===== config.mk =====
export PLATFORM = sky130hd
export DESIGN_NAME = viterbi_decoder_k
export DESIGN_NICKNAME = d
export VERILOG_FILES = /design/src/rtl/viterbi_pkg.sv /design/src/rtl/viterbi_decoder_k_acs.sv /design/src/rtl/viterbi_decoder_k.sv
export SDC_FILE = /design/constraint.sdc
export NUM_CORES = 1
export LEC_CHECK = 0
export ABC_AREA = 1
export BUFFER_PORTS_ARGS = -buffer_cell sky130_fd_sc_hd__buf_2
export CELL_PAD_IN_SITES_DETAIL_PLACEMENT = 1
export CELL_PAD_IN_SITES_GLOBAL_PLACEMENT = 1
export CORE_MARGIN = 5
export CORE_UTILIZATION = 53
export DETAILED_ROUTE_END_ITERATION = 12
export PLACE_DENSITY_LB_ADDON = 0.1
export RECOVER_POWER = 50
export SLEW_MARGIN = 20
export SYNTH_ARGS = -nofsm -noshare
export SYNTH_HDL_FRONTEND = slang
export SYNTH_SLANG_ARGS = --single-unit

===== constraint.sdc =====
create_clock -name clk -period 5.98 [get_ports clk]
set_input_delay 1.196 -clock clk [delete_from_list [all_inputs] [get_ports clk]]
set_output_delay 1.196 -clock clk [all_outputs]
set_load 0.005 [all_outputs]

===== src/rtl/viterbi_pkg.sv =====
// Shared types and helpers for the hard-decision Viterbi decoder.
`default_nettype none

package viterbi_pkg;

  localparam int K_MAX = 7;

  typedef enum logic [1:0] {
    ACS   = 2'd0,
    TRACE = 2'd1,
    OUT   = 2'd2
  } fsm_t;

  function automatic logic parity(input logic [K_MAX-1:0] vec);
    return ^vec;
  endfunction

  function automatic logic [1:0] branch_metric(input logic [1:0] rx, input logic c0, input logic c1);
    return 2'(rx[1] ^ c0) + 2'(rx[0] ^ c1);
  endfunction

endpackage

`default_nettype wire


===== src/rtl/viterbi_decoder_k_acs.sv =====
// Compare-select for one trellis state: keeps the smaller candidate, ties favour predecessor 0.
`default_nettype none

module viterbi_acs_unit
  import viterbi_pkg::*;
#(
  parameter int PM_W = 6
) (
  input  logic [PM_W-1:0] cand0,
  input  logic [PM_W-1:0] cand1,
  output logic [PM_W-1:0] pm_new,
  output logic            dec
);

  assign dec    = (cand1 < cand0);
  assign pm_new = dec ? cand1 : cand0;

endmodule

`default_nettype wire


===== src/rtl/viterbi_decoder_k.sv =====
// Rate-1/2 hard-decision Viterbi decoder: parallel ACS, ring survivor memory, traceback FSM.
// Optional macro VIT_BEST_PM_EN adds the best_pm output.
`default_nettype none

module viterbi_decoder_k
  import viterbi_pkg::*;
#(
  parameter int             K        = 3,
  parameter logic [K-1:0]   G0       = 3'b111,
  parameter logic [K-1:0]   G1       = 3'b101,
  parameter int             TB_DEPTH = 15,
  parameter int             PM_W     = 6
) (
  input  logic            clk,
  input  logic            rst,
  input  logic            in_valid,
  output logic            in_ready,
  input  logic [1:0]      in_bits,
  output logic            out_valid,
  output logic            out_bit
`ifdef VIT_BEST_PM_EN
  ,
  output logic [PM_W-1:0] best_pm
`endif
);

  localparam int NS    = 1 << (K - 1);
  localparam int HALF  = NS / 2;
  localparam int SW    = K - 1;
  localparam int PTR_W = $clog2(TB_DEPTH);
  localparam int CNT_W = $clog2(TB_DEPTH + 1);
  localparam logic [PM_W-1:0] PM_INIT = {2'b01, {(PM_W-2){1'b0}}};

  fsm_t             state, state_nxt;
  logic [PM_W-1:0]  pm     [NS];
  logic [PM_W-1:0]  pm_new [NS];
  logic [NS-1:0]    dec_vec;
  logic [NS-1:0]    mem    [TB_DEPTH];
  logic [NS-1:0]    col_dec;
  logic [PTR_W-1:0] wr_ptr, tb_col;
  logic [CNT_W-1:0] fill, fill_inc, tb_cnt;
  logic [SW-1:0]    tb_state, tb_prev, min_idx;
  logic [PM_W-1:0]  min_pm;
  logic             accept, all_msb, trace_last;

  // Each state s is reached with input bit s[MSB] from {s[K-3:0],0} and {s[K-3:0],1}.
  for (genvar s = 0; s < NS; s++) begin : g_acs
    localparam int P0 = (s % HALF) * 2;
    localparam int B  = s / HALF;
    localparam logic [K-1:0] R0 = K'(B * NS + P0);
    localparam logic [K-1:0] R1 = K'(B * NS + P0 + 1);
    logic [1:0]      bm0, bm1;
    logic [PM_W-1:0] cand0, cand1;

    assign bm0   = branch_metric(in_bits, parity(K_MAX'(R0 & G0)), parity(K_MAX'(R0 & G1)));
    assign bm1   = branch_metric(in_bits, parity(K_MAX'(R1 & G0)), parity(K_MAX'(R1 & G1)));
    assign cand0 = pm[P0] + PM_W'(bm0);
    assign cand1 = pm[P0 + 1] + PM_W'(bm1);

    viterbi_acs_unit #(.PM_W(PM_W)) u_acs (
      .cand0  (cand0),
      .cand1  (cand1),
      .pm_new (pm_new[s]),
      .dec    (dec_vec[s])
    );
  end

  always_comb begin
    all_msb = 1'b1;
    for (int i = 0; i < NS; i++) all_msb = all_msb & pm_new[i][PM_W-1];
  end

  always_comb begin
    min_pm  = pm[0];
    min_idx = '0;
    for (int i = 1; i < NS; i++) begin
      if (pm[i] < min_pm) begin
        min_pm  = pm[i];
        min_idx = SW'(i);
      end
    end
  end

  assign accept     = in_valid && in_ready;
  assign fill_inc   = (fill == CNT_W'(TB_DEPTH)) ? fill : fill + CNT_W'(1);
  assign trace_last = (state == TRACE) && (tb_cnt == CNT_W'(TB_DEPTH - 1));
  assign col_dec    = mem[tb_col];
  assign tb_prev    = {tb_state[K-3:0], col_dec[tb_state]};

  always_ff @(posedge clk or posedge rst) begin
    if (rst) state <= ACS;
    else     state <= state_nxt;
  end

  always_comb begin
    state_nxt = state;
    in_ready  = 1'b0;
    out_valid = 1'b0;
    case (state)
      ACS: begin
        in_ready = 1'b1;
        if (in_valid && (fill_inc == CNT_W'(TB_DEPTH))) state_nxt = TRACE;
      end
      TRACE: if (tb_cnt == CNT_W'(TB_DEPTH - 1)) state_nxt = OUT;
      OUT: begin
        out_valid = 1'b1;
        state_nxt = ACS;
      end
      default: state_nxt = ACS;
    endcase
  end

  always_ff @(posedge clk) begin
    if (accept) mem[wr_ptr] <= dec_vec;
  end

  always_ff @(posedge clk or posedge rst) begin
    if (rst) begin
      for (int i = 0; i < NS; i++) pm[i] <= (i == 0) ? '0 : PM_INIT;
      wr_ptr   <= '0;
      fill     <= '0;
      tb_col   <= '0;
      tb_cnt   <= '0;
      tb_state <= '0;
      out_bit  <= 1'b0;
`ifdef VIT_BEST_PM_EN
      best_pm  <= '0;
`endif
    end else begin
      if (accept) begin
        // Clearing a common MSB is a uniform shift, so survivor choices are unaffected.
        for (int i = 0; i < NS; i++)
          pm[i] <= all_msb ? {1'b0, pm_new[i][PM_W-2:0]} : pm_new[i];
        wr_ptr <= (wr_ptr == PTR_W'(TB_DEPTH - 1)) ? '0 : wr_ptr + PTR_W'(1);
        fill   <= fill_inc;
        tb_col <= wr_ptr;
        tb_cnt <= '0;
      end
      if (state == TRACE) begin
        tb_cnt <= tb_cnt + CNT_W'(1);
        if (tb_cnt == '0) begin
          tb_state <= min_idx;
        end else begin
          tb_state <= tb_prev;
          tb_col   <= (tb_col == '0) ? PTR_W'(TB_DEPTH - 1) : tb_col - PTR_W'(1);
        end
        if (trace_last) begin
          out_bit <= tb_prev[K-2];
`ifdef VIT_BEST_PM_EN
          best_pm <= min_pm;
`endif
        end
      end
    end
  end

endmodule

`default_nettype wire


==> out/results.txt, run 1 <==
GPL Wtd Cong = 0.873
Core area = 12100 µm²
Fmax = 225 MHz
Die X = 121 µm
Crit-path max cell delay = 0.47 ns
Initial antenna violation count = 0
Htree depth = 3
Nets = 801
Max-cap viol count = 2
Syn Inst Count = 738
Async S/R FF share, synth = 0.429
Startpoint types = primary input
Rows = 40
Routed Antenna Nets = 0
Worst path bufs/invs = 5
Crit path max-delay family = adder cells
CTS tree = built
Fin. Hold Viols = 0
Syn-to-layout area delta = 6.23%
# setup viols final = 0
Synth Flop Type = edfxtp_1
I/O pins = 8
Clock period minus worst slack = 4.45 ns
Critical path data required time = 6.17 ns
Layout cell share with drive strength beyond 1 = 0.0503
Critical Path End Type = register
Post-synth top cells = nand2_1, o21ai_0, inv_1
Post_cts resized = 0
Largest net degree at the start of global routing = 48
Post-route clock skew = 0.00710 ns
Crit path max-delay cell type = inv_1
WL final = 17300 µm
Synth top area cells = edfxtp_1, dfrtp_1, ha_1
Crit path max fanout = 18
Reg2reg setup slack = 1.96 ns
CTS Hold Bufs = 0
Vias in the first global route = 5435
Most common cell in the netlist = nand2_1
WP depth = 20
CTS max path bufs = 2
Post-synth EDFFs = 60
GR Overflow Total = 0
CP most frequent cell = inv_1
Synth Area per Inst = 8.88 µm²
Worst Path Class, Setup = primary input to register
Length of the first detailed-routing pass in iterations = 4
Sink Count = 105
Post-synth top area share = 0.275
Port bufs = 7
RSZ-0062 raised after global routing = false
Worst EP arrival = 4.64 ns
Clock Tree Root = clkbuf_16
Leading area contributor after synthesis = edfxtp_1
Post-synthesis cell area = 6550 µm²
Relative slew slack = -0.472
Hold Crit Depth = 2
Antenna fix cells = 0
Seq/Total Area, Yosys = 0.447
First-pass GRT wire length = 27900 µm
Violated checks = max-capacitance violations, max-slew violations
Vias/cell = 5.71
Synth unique cells = 40
Fin. max-slew vios = 94
Slew @ Worst Pin = 2.21 ns
Hold Crit Class = register to register
CP Cell Sequence = buf_2, inv_1, ha_1, inv_1, ha_1, fa_1, nand3_1, xor2_1, inv_1, ha_1, nand2_1, nor2_1, o21ai_0, nand2_1, inv_1, nand2_1, o21ai_0, nand4_1, nand3_1, o21ai_0
Via count = 5166
Initial core utilization = 0.543
DRC violations left = 0
Die height = 121 µm
Worst-Skew Late Latency = 0.36 ns
DRT iter0 DRCs = 362
Status = finished with violations
Detailed Place HPWL = 12800 µm
Final sum of negative setup slack = 0 ns
GRT Total Usage = 0.245
Total Die Area = 14700 µm²
Final worst path period share = 0.744
Net count after synthesis = 808
YS warnings = 0
Worst reg2reg path depth = 20
FF+latch count, synth = 105
Inserted Clock Buffers = 9
CTS clk-pin slew, worst paths = 0.08 ns
Fillers = 1405
Drt wl/cell = 19.1 µm
Setup bufs post-CTS = 0
==> final timing paths <==
kind                              from           to
setup reg to reg                pm[15]  tb_state[1]
hold reg to reg            tb_state[1]  tb_state[1]
hold / removal             tb_state[1]  tb_state[1]
min in group asynchronous          rst      out_bit
setup / recovery            in_bits[0]       pm[17]
max in group asynchronous          rst       pm[13]
==> sequential cells by signal (all words and copies together), names as in the netlist <==
name	flops
fill	4
mem	60
out_bit	1
pm	24
state	2
tb_cnt	4
tb_col	4
tb_state	2
wr_ptr	4
==> metrics by stage <==
| step | hold WS [ns] | area (µm²) | utilization | instances | setup slack, ns |
|---|---|---|---|---|---|
| floorplan | 0.471 | 6550 | - | 738 | 1.98 |
| global placement | 0.486 | 6680 | 0.554 | 888 | 1.48 |
| detailed placement | 0.500 | 6680 | 0.554 | 888 | 1.25 |
| CTS | 0.517 | 6970 | 0.578 | 904 | 1.61 |
| global route | 0.546 | 6960 | 0.577 | 904 | 1.17 |
| finish | 0.519 | 6960 | 0.577 | 904 | 1.53 |
==> kinds of logic (layout without fill, tap and decap cells) <==
kind of cell | count (synthesis) | count (layout) | synth area share
multiplexers | 1 | 1 | 0.00153
buffers and inverters | 107 | 105 | 0.0672
adder cells (fa/ha/maj) | 65 | 65 | 0.133
XOR/XNOR | 38 | 38 | 0.0508
AO/OA/AOI/OAI | 167 | 167 | 0.142
AND/OR/NAND/NOR | 255 | 255 | 0.158
flip-flops | 105 | 105 | 0.447
==> cells in the final DEF (no fill, tap or decap), types with 2 or more instances in the layout <==
cell type / Yosys / routed
nand3_1: 40 / 40
clkinvlp_4: 0 / 2
a31oi_1: 6 / 6
clkbuf_1: 13 / 4
o21ai_0: 85 / 85
nor3_1: 3 / 3
xnor2_1: 8 / 8
a21oi_1: 41 / 41
buf_2: 10 / 5
o22ai_1: 11 / 11
o211ai_1: 3 / 3
clkbuf_16: 0 / 9
dfstp_2: 3 / 3
inv_1: 76 / 75
fa_1: 8 / 8
ha_1: 57 / 57
o21a_1: 5 / 5
nand2_2: 5 / 5
dfrtp_1: 42 / 42
o21ai_1: 3 / 3
a21o_1: 6 / 6
edfxtp_1: 60 / 60
nand2_1: 143 / 143
xor2_1: 30 / 30
inv_2: 2 / 2
nor2_1: 60 / 60
==> worst register-to-register path, stage by stage (launching register included) <==
cell and delay [ns]:
dfrtp_1 0.51, ha_1 0.37, nand2_1 0.07, nand2_1 0.07
a21oi_4 0.16, nand2_2 0.16, o21ai_0 0.33, ha_1 0.31
a21oi_1 0.15, nor2_1 0.07, a211oi_2 0.28, nand2_2 0.21
o21ai_0 0.28, ha_1 0.30, a21oi_1 0.13, nor2_1 0.06
a211oi_1 0.19, nand2_1 0.13, nand2_1 0.07, nand2_1 0.05
nand2_1 0.05
==> layout make-up <==
| cell class | instances | area, µm² | share of cell area |
|---|---|---|---|
| clock inverters | 7 | 65.1 | 0.00935 |
| clock buffers | 9 | 225 | 0.0324 |
| inverters | 79 | 300 | 0.0431 |
| flip-flops and latches | 105 | 2930 | 0.421 |
| repair buffers | 10 | 47.5 | 0.00683 |
| well taps | 168 | 210 | 0.0302 |
| multi-input cells | 526 | 3180 | 0.457 |
==> per-layer routing <==
| metal | routed length (µm) | GRT usage | share of wire |
|---|---|---|---|
| met4 | 479 | 0.0924 | 0.028 |
| met2 | 9020 | 0.443 | 0.52 |
| met1 | 7370 | 0.294 | 0.43 |
| met5 | 0 | 0 | 0 |
| met3 | 389 | 0.0373 | 0.023 |
Power of run 1 is left out: the tool's default activity adds up to more than one toggle a clock period on the data nets, which glitch-free logic cannot reach.
==> inputs of run 2 (changes only) <==
- CORE_UTILIZATION: 53 -> 45
- clock period: 5.98 -> 3.72 ns (I/O delays scaled with it)
==> run 2 against run 1 <==
  * The run still ends with max-capacitance violations, max-slew violations left
  * Sequential share of layout area shrank 2.9 points
  * Non-clock buffer count grew 47
  * Die area rose by 16%
  * Hold slack better by 0.018 ns
  * Core utilization decreased by 5.8 points
  * Count of clock-buffer cells in the layout is 2 higher
  * Via count increased by 2.2%
  * Global-route usage is 1.9 points lower
  * Routed wire length grew 7.1%
  * Critical path depth increased by 3
  * Setup slack got worse by 1.3 ns
  * First-iteration DRC count down 30%
  * Critical path type is now register to register
==> out/results.txt, run 2 (synthesis results as in run 1) <==
Status = finished with violations
Violated checks = max-capacitance violations, max-slew violations
Crit path max-delay family = simple AND/OR/NAND/NOR gates
Commonest non-fill, non-tap cell in the layout = nand2_1
Total Die Area = 17100 µm² (+16%)
Fmax = 284 MHz
Drt wl/cell = 19.1 µm (about the same)
Sink Count = 105 (unchanged)
Clock Tree Root = clkbuf_16
Critical Path End Type = register
Inserted Clock Buffers = 9 (unchanged)
Final Non-Filler Cells = 969 (+7.2%)
DRT iter0 DRCs = 252 (-30%)
CP Launch Point = pm[16]
Largest Register = mem
Reg2reg start = pm[16]
WL final = 18500 µm (+7.1%)
Rows = 44 (+10%)
CTS tree = built
Core area = 14400 µm² (+20%)
Placed Instances = 941 (+6.0%)
Detailed Place HPWL = 13600 µm (+6.2%)
I/O pins = 8 (unchanged)
CTS max path bufs = 2 (unchanged)
Nets = 850 (+6.1%)
Clock period minus worst slack = 3.52 ns
Antenna fix cells = 0 (unchanged)
Post-route clock skew = 0.00964 ns (+0.00254 ns)
Crit path max-delay cell type = dfstp_2
Startpoint types = register
Initial antenna violation count = 0 (unchanged)
Slew @ Worst Pin = 2.22 ns (+0.0138 ns)
Worst path bufs/invs = 3 (-2)
Fin. Hold Viols = 0 (unchanged)
Htree depth = 3 (unchanged)
Fin worst setup slack = 0.201 ns (-1.33 ns)
Die X = 131 µm (+7.8%)
# setup viols final = 0 (unchanged)
CTS clk-pin slew, worst paths = 0.07 ns (about the same)
GPL Wtd Cong = 0.903 (+3.5%)
GR Overflow Total = 0 (unchanged)
Crit path max fanout = 5 (-13)
Die height = 131 µm (+7.8%)
Relative slew slack = -0.489 (-0.0174)
Fin. max-slew vios = 76 (-19%)
Max-cap viol count = 2 (unchanged)
First-pass GRT wire length = 29700 µm (+6.4%)
Max FFs per register = 60 (unchanged)
Worst Path Class, Setup = register to register
Most frequent cells in the layout = nand2_1, o21ai_0, inv_1
Hold Crit Class = register to register
Biggest regs = mem (60), pm (24)
Syn-to-layout area delta = 14.2%
Vias in the first global route = 5713 (+5.1%)
Length of the first detailed-routing pass in iterations = 4 (unchanged)
Port bufs = 7 (unchanged)
CP Cell Sequence = ha_4, nand2_4, inv_2, a21oi_4, buf_6, nand2_4, buf_4, o21ai_1, ha_1, nand2_1, nand2_1, nand2_2, nand2_2, nand2_1, o21ai_0, ha_1, a21oi_2, nor2_1, a211oi_2, nand2_2, nand2_2, nand2_1, nand2_1
Dpl ws = -0.171 ns (-1.42 ns)
Largest net degree at the start of global routing = 46 (-4.2%)
CP most frequent cell = nand2_1
HP Start = tb_state[1]
Vias/cell = 5.45 (-4.6%)
Worst EP arrival = 3.81 ns (-0.83 ns)
Crit-path max cell delay = 0.56 ns (+0.09 ns)
Via count = 5282 (+2.2%)
Layout cell share with drive strength beyond 1 = 0.134 (+0.0835)
DRC violations left = 0 (unchanged)
Final worst path period share = 0.946
Critical path data required time = 4.02 ns (-2.15 ns)
Initial core utilization = 0.454 (-0.0890)
Routed Antenna Nets = 0 (unchanged)
Worst-Skew Late Latency = 0.36 ns (about the same)
GRT Total Usage = 0.226 (-0.0188)
[run 2: layout make-up]
| cell class | instances | area, µm² |
|---|---|---|
| fill | 1704 | 6940 |
| multi-input combinational | 528 | 3330 |
| sequential | 105 | 2930 |
| timing repair buffer | 57 | 415 |
| inverter | 79 | 300 |
| clock buffer | 11 | 233 |
| tap | 184 | 230 |
| clock inverter | 5 | 40.0 |
[run 2: final timing paths]
| kind | endpoint | slack (ns) | depth (start not counted) |
|---|---|---|---|
| worst min-delay path | tb_state[1] | 0.54 | 2 |
| min in group asynchronous | tb_cnt[0] | 0.97 | 2 |
| max in group asynchronous | pm[17] | 1.61 | 2 |
| worst min register to register | tb_state[1] | 0.54 | 2 |
| worst max register to register | tb_state[1] | 0.20 | 23 |
| worst max-delay path | tb_state[1] | 0.20 | 23 |
[run 2: worst min-delay path, cell delays in order, from the launching register on]
cell and delay, ns:
dfrtp_1 0.37, nand2_1 0.07, nand2_1 0.06
[run 2: metrics by stage]
stage / cell area [µm²] / utilization / setup TNS [ns] / hold WS, ns
3_3_place_gp: 6990 / 0.484 / 0 / 0.496
5_1_grt: 7480 / 0.519 / -0.00748 / 0.570
6_report: 7480 / 0.519 / 0 / 0.537
3_5_place_dp: 6990 / 0.484 / -0.482 / 0.516
2_1_floorplan: 6550 / - / 0 / 0.471
4_1_cts: 7340 / 0.509 / 0 / 0.545
[run 2: repair_timing]
action / in CTS / in global routing
setup endpoints to repair: 2 / 5
hold endpoints to repair: 0 / 0
pin swaps: 7 / 16
setup buffers: 7 / 4
resized for setup: 4 / 34
hold buffers: 0 / 0
cloned: 2 / 0
[run 2: layer usage]
| metal | share of wire | vias to the layer above | track usage |
|---|---|---|---|
| li1 | - | 2568 | - |
| met1 | 0.44 | 2619 | 0.277 |
| met2 | 0.52 | 58 | 0.411 |
| met3 | 0.020 | 37 | 0.0329 |
| met4 | 0.025 | 0 | 0.0708 |
| met5 | 0 | - | 0 |
Power of run 2 is left out for the same reason.
==> inputs of run 3 (changes only) <==
- CELL_PAD_IN_SITES_DETAIL_PLACEMENT: 1 -> 0
==> run 3 against run 2 <==
  * The run still ends with max-capacitance violations, max-slew violations left
  * Die area unchanged
  * Register-to-register slack better by 0.03 ns
  * Maximum frequency up 0.92%
  * Via count down 2.7%
  * Global-route usage down 2.7 points
  * First-iteration DRC count down 2.0%
  * Clock skew down 0.0016 ns
  * Routed wire length down 11%
  * Core utilization up 0.13 points
  * Critical path type unchanged
  * Largest cell class unchanged
==> out/results.txt, run 3 (synthesis results as in run 1) <==
Fillers = 1345 (-21%)
DRT iter0 DRCs = 247 (-2.0%)
Crit path to = tb_state[1]
Nets = 850 (unchanged)
CTS clk-pin slew, worst paths = 0.08 ns (about the same)
Length of the first detailed-routing pass in iterations = 5 (+1)
Crit path max-delay cell type = dfstp_2
Routed Antenna Nets = 0 (unchanged)
Startpoint types = register
Largest Register = mem
Max FFs per register = 60 (unchanged)
Clock period minus worst slack = 3.49 ns (-0.0321 ns)
Drt wl/cell = 16.9 µm (-11%)
Initial core utilization = 0.454 (unchanged)
Detailed Place HPWL = 11900 µm (-12%)
Via count = 5140 (-2.7%)
Status = finished with violations
# setup viols final = 0 (unchanged)
Core area = 14400 µm² (unchanged)
Fmax = 287 MHz (+0.92%)
Syn-to-layout area delta = 14.5%
Critical path data required time = 4.02 ns (about the same)
Fin. Hold Viols = 0 (unchanged)
Reg2reg setup slack = 0.23 ns (+0.03 ns)
GRT Total Usage = 0.200 (-0.0265)
Most frequent cells in the layout = nand2_1, o21ai_0, inv_1
Post-route clock skew = 0.00804 ns (-0.00160 ns)
CTS Hold Bufs = 0 (unchanged)
Worst EP arrival = 3.79 ns (-0.02 ns)
Slew @ Worst Pin = 2.18 ns (-0.0374 ns)
Initial antenna violation count = 0 (unchanged)
Inserted Clock Buffers = 9 (unchanged)
Sink Count = 105 (unchanged)
CTS max path bufs = 2 (unchanged)
DRC violations left = 0 (unchanged)
Rows = 44 (unchanged)
Violated checks = max-capacitance violations, max-slew violations
GPL Wtd Cong = 0.903 (unchanged)
Reg2reg start = pm[16]
Critical Path End Type = register
Die X = 131 µm (unchanged)
Layout cell share with drive strength beyond 1 = 0.130 (-0.00382)
CP Launch Point = pm[16]
WL final = 16400 µm (-11%)
Final Cell Area = 7500 µm² (+0.25%)
CP most frequent cell = nand2_1
Worst reg2reg path depth = 22 (-4.3%)
First-pass GRT wire length = 26300 µm (-12%)
I/O pins = 8 (unchanged)
Biggest regs = mem (60), pm (24)
Fin. max-slew vios = 46 (-39%)
Commonest non-fill, non-tap cell in the layout = nand2_1
Worst Path Class, Setup = register to register
Die height = 131 µm (unchanged)
Hold Crit Class = register to register
Crit path max fanout = 6 (+1)
Relative slew slack = -0.464 (+0.0251)
Vias in the first global route = 5077 (-11%)
Post-Place Cell Area = 6990 µm² (unchanged)
Antenna fix cells = 0 (unchanged)
Worst-Skew Late Latency = 0.36 ns (about the same)
Port bufs = 7 (unchanged)
GR Overflow Total = 0 (unchanged)
Final worst path period share = 0.937 (-0.00863)
Largest net degree at the start of global routing = 46 (unchanged)
CTS tree = built
CP Cell Sequence = ha_4, nand2_4, inv_2, a21oi_4, nand2_4, buf_6, o21ai_4, ha_1, nand2_2, nor2_2, a211oi_4, nand2_2, nand2_1, o21ai_1, ha_1, a21oi_2, nor2_1, a211oi_1, nand2_1, nand2_1, nand2_1, nand2_1
Total Die Area = 17100 µm² (unchanged)
Vias/cell = 5.30 (-2.7%)
Clock Tree Root = clkbuf_16
Reg2reg end = tb_state[1]
Max-cap viol count = 1 (-1)
Crit-path max cell delay = 0.55 ns (about the same)
Htree depth = 3 (unchanged)
==> run 3: worst min path at each step <==
stage	start	endpoint	depth (start not counted)
after floorplan	tb_state[1]	tb_state[1]	2
after global placement	tb_state[1]	tb_state[1]	2
after detailed placement	tb_state[1]	tb_state[1]	2
after CTS	tb_state[1]	tb_state[1]	2
after global routing	out_bit	out_bit	2
final	tb_state[1]	tb_state[1]	2
==> run 3: what timing repair did <==
action	CTS	global route
gates resized for setup	0	35
buffers inserted	0	12
endpoints found under the hold margin	0	0
setup endpoints to repair	0	2
==> run 3: layer usage <==
| layer | vias to the layer above | share of wire | track usage |
|---|---|---|---|
| met4 | 0 | 0.019 | 0.0665 |
| li1 | 2577 | - | - |
| met2 | 101 | 0.50 | 0.341 |
| met5 | - | 0 | 0 |
| met1 | 2440 | 0.45 | 0.258 |
| met3 | 22 | 0.031 | 0.0358 |
==> run 3: layout make-up <==
type	count	area, µm²	share of cell area
multi-input cells	527	3320	0.442
clock inverters	5	47.5	0.00634
clock buffers	11	253	0.0337
flip-flops and latches	105	2930	0.391
well taps	184	230	0.0307
inverters	79	300	0.0400
repair buffers	58	423	0.0564
==> run 3: critical path: cells and delay by family (launching register included) <==
| kind | cells | cell delay (ns) |
|---|---|---|
| flops | 1 | 0.55 |
| buf+inv | 2 | 0.19 |
| fa+ha+maj | 3 | 0.79 |
| simple gates | 11 | 0.94 |
| compound gates | 6 | 0.97 |
==> run 3: metrics by stage <==
step	util	TNS [ns]	hold WS (ns)	setup slack (ns)	std cells
finish	0.520	0	0.520	0.233	969
global route	0.520	-0.0424	0.561	-0.0329	969
CTS	0.505	0	0.522	0.0983	957
detailed placement	0.484	-0.0294	0.500	-0.0294	941
global placement	0.484	0	0.496	0.0394	941
floorplan	-	0	0.471	0.174	738
Power of run 3 is left out for the same reason.
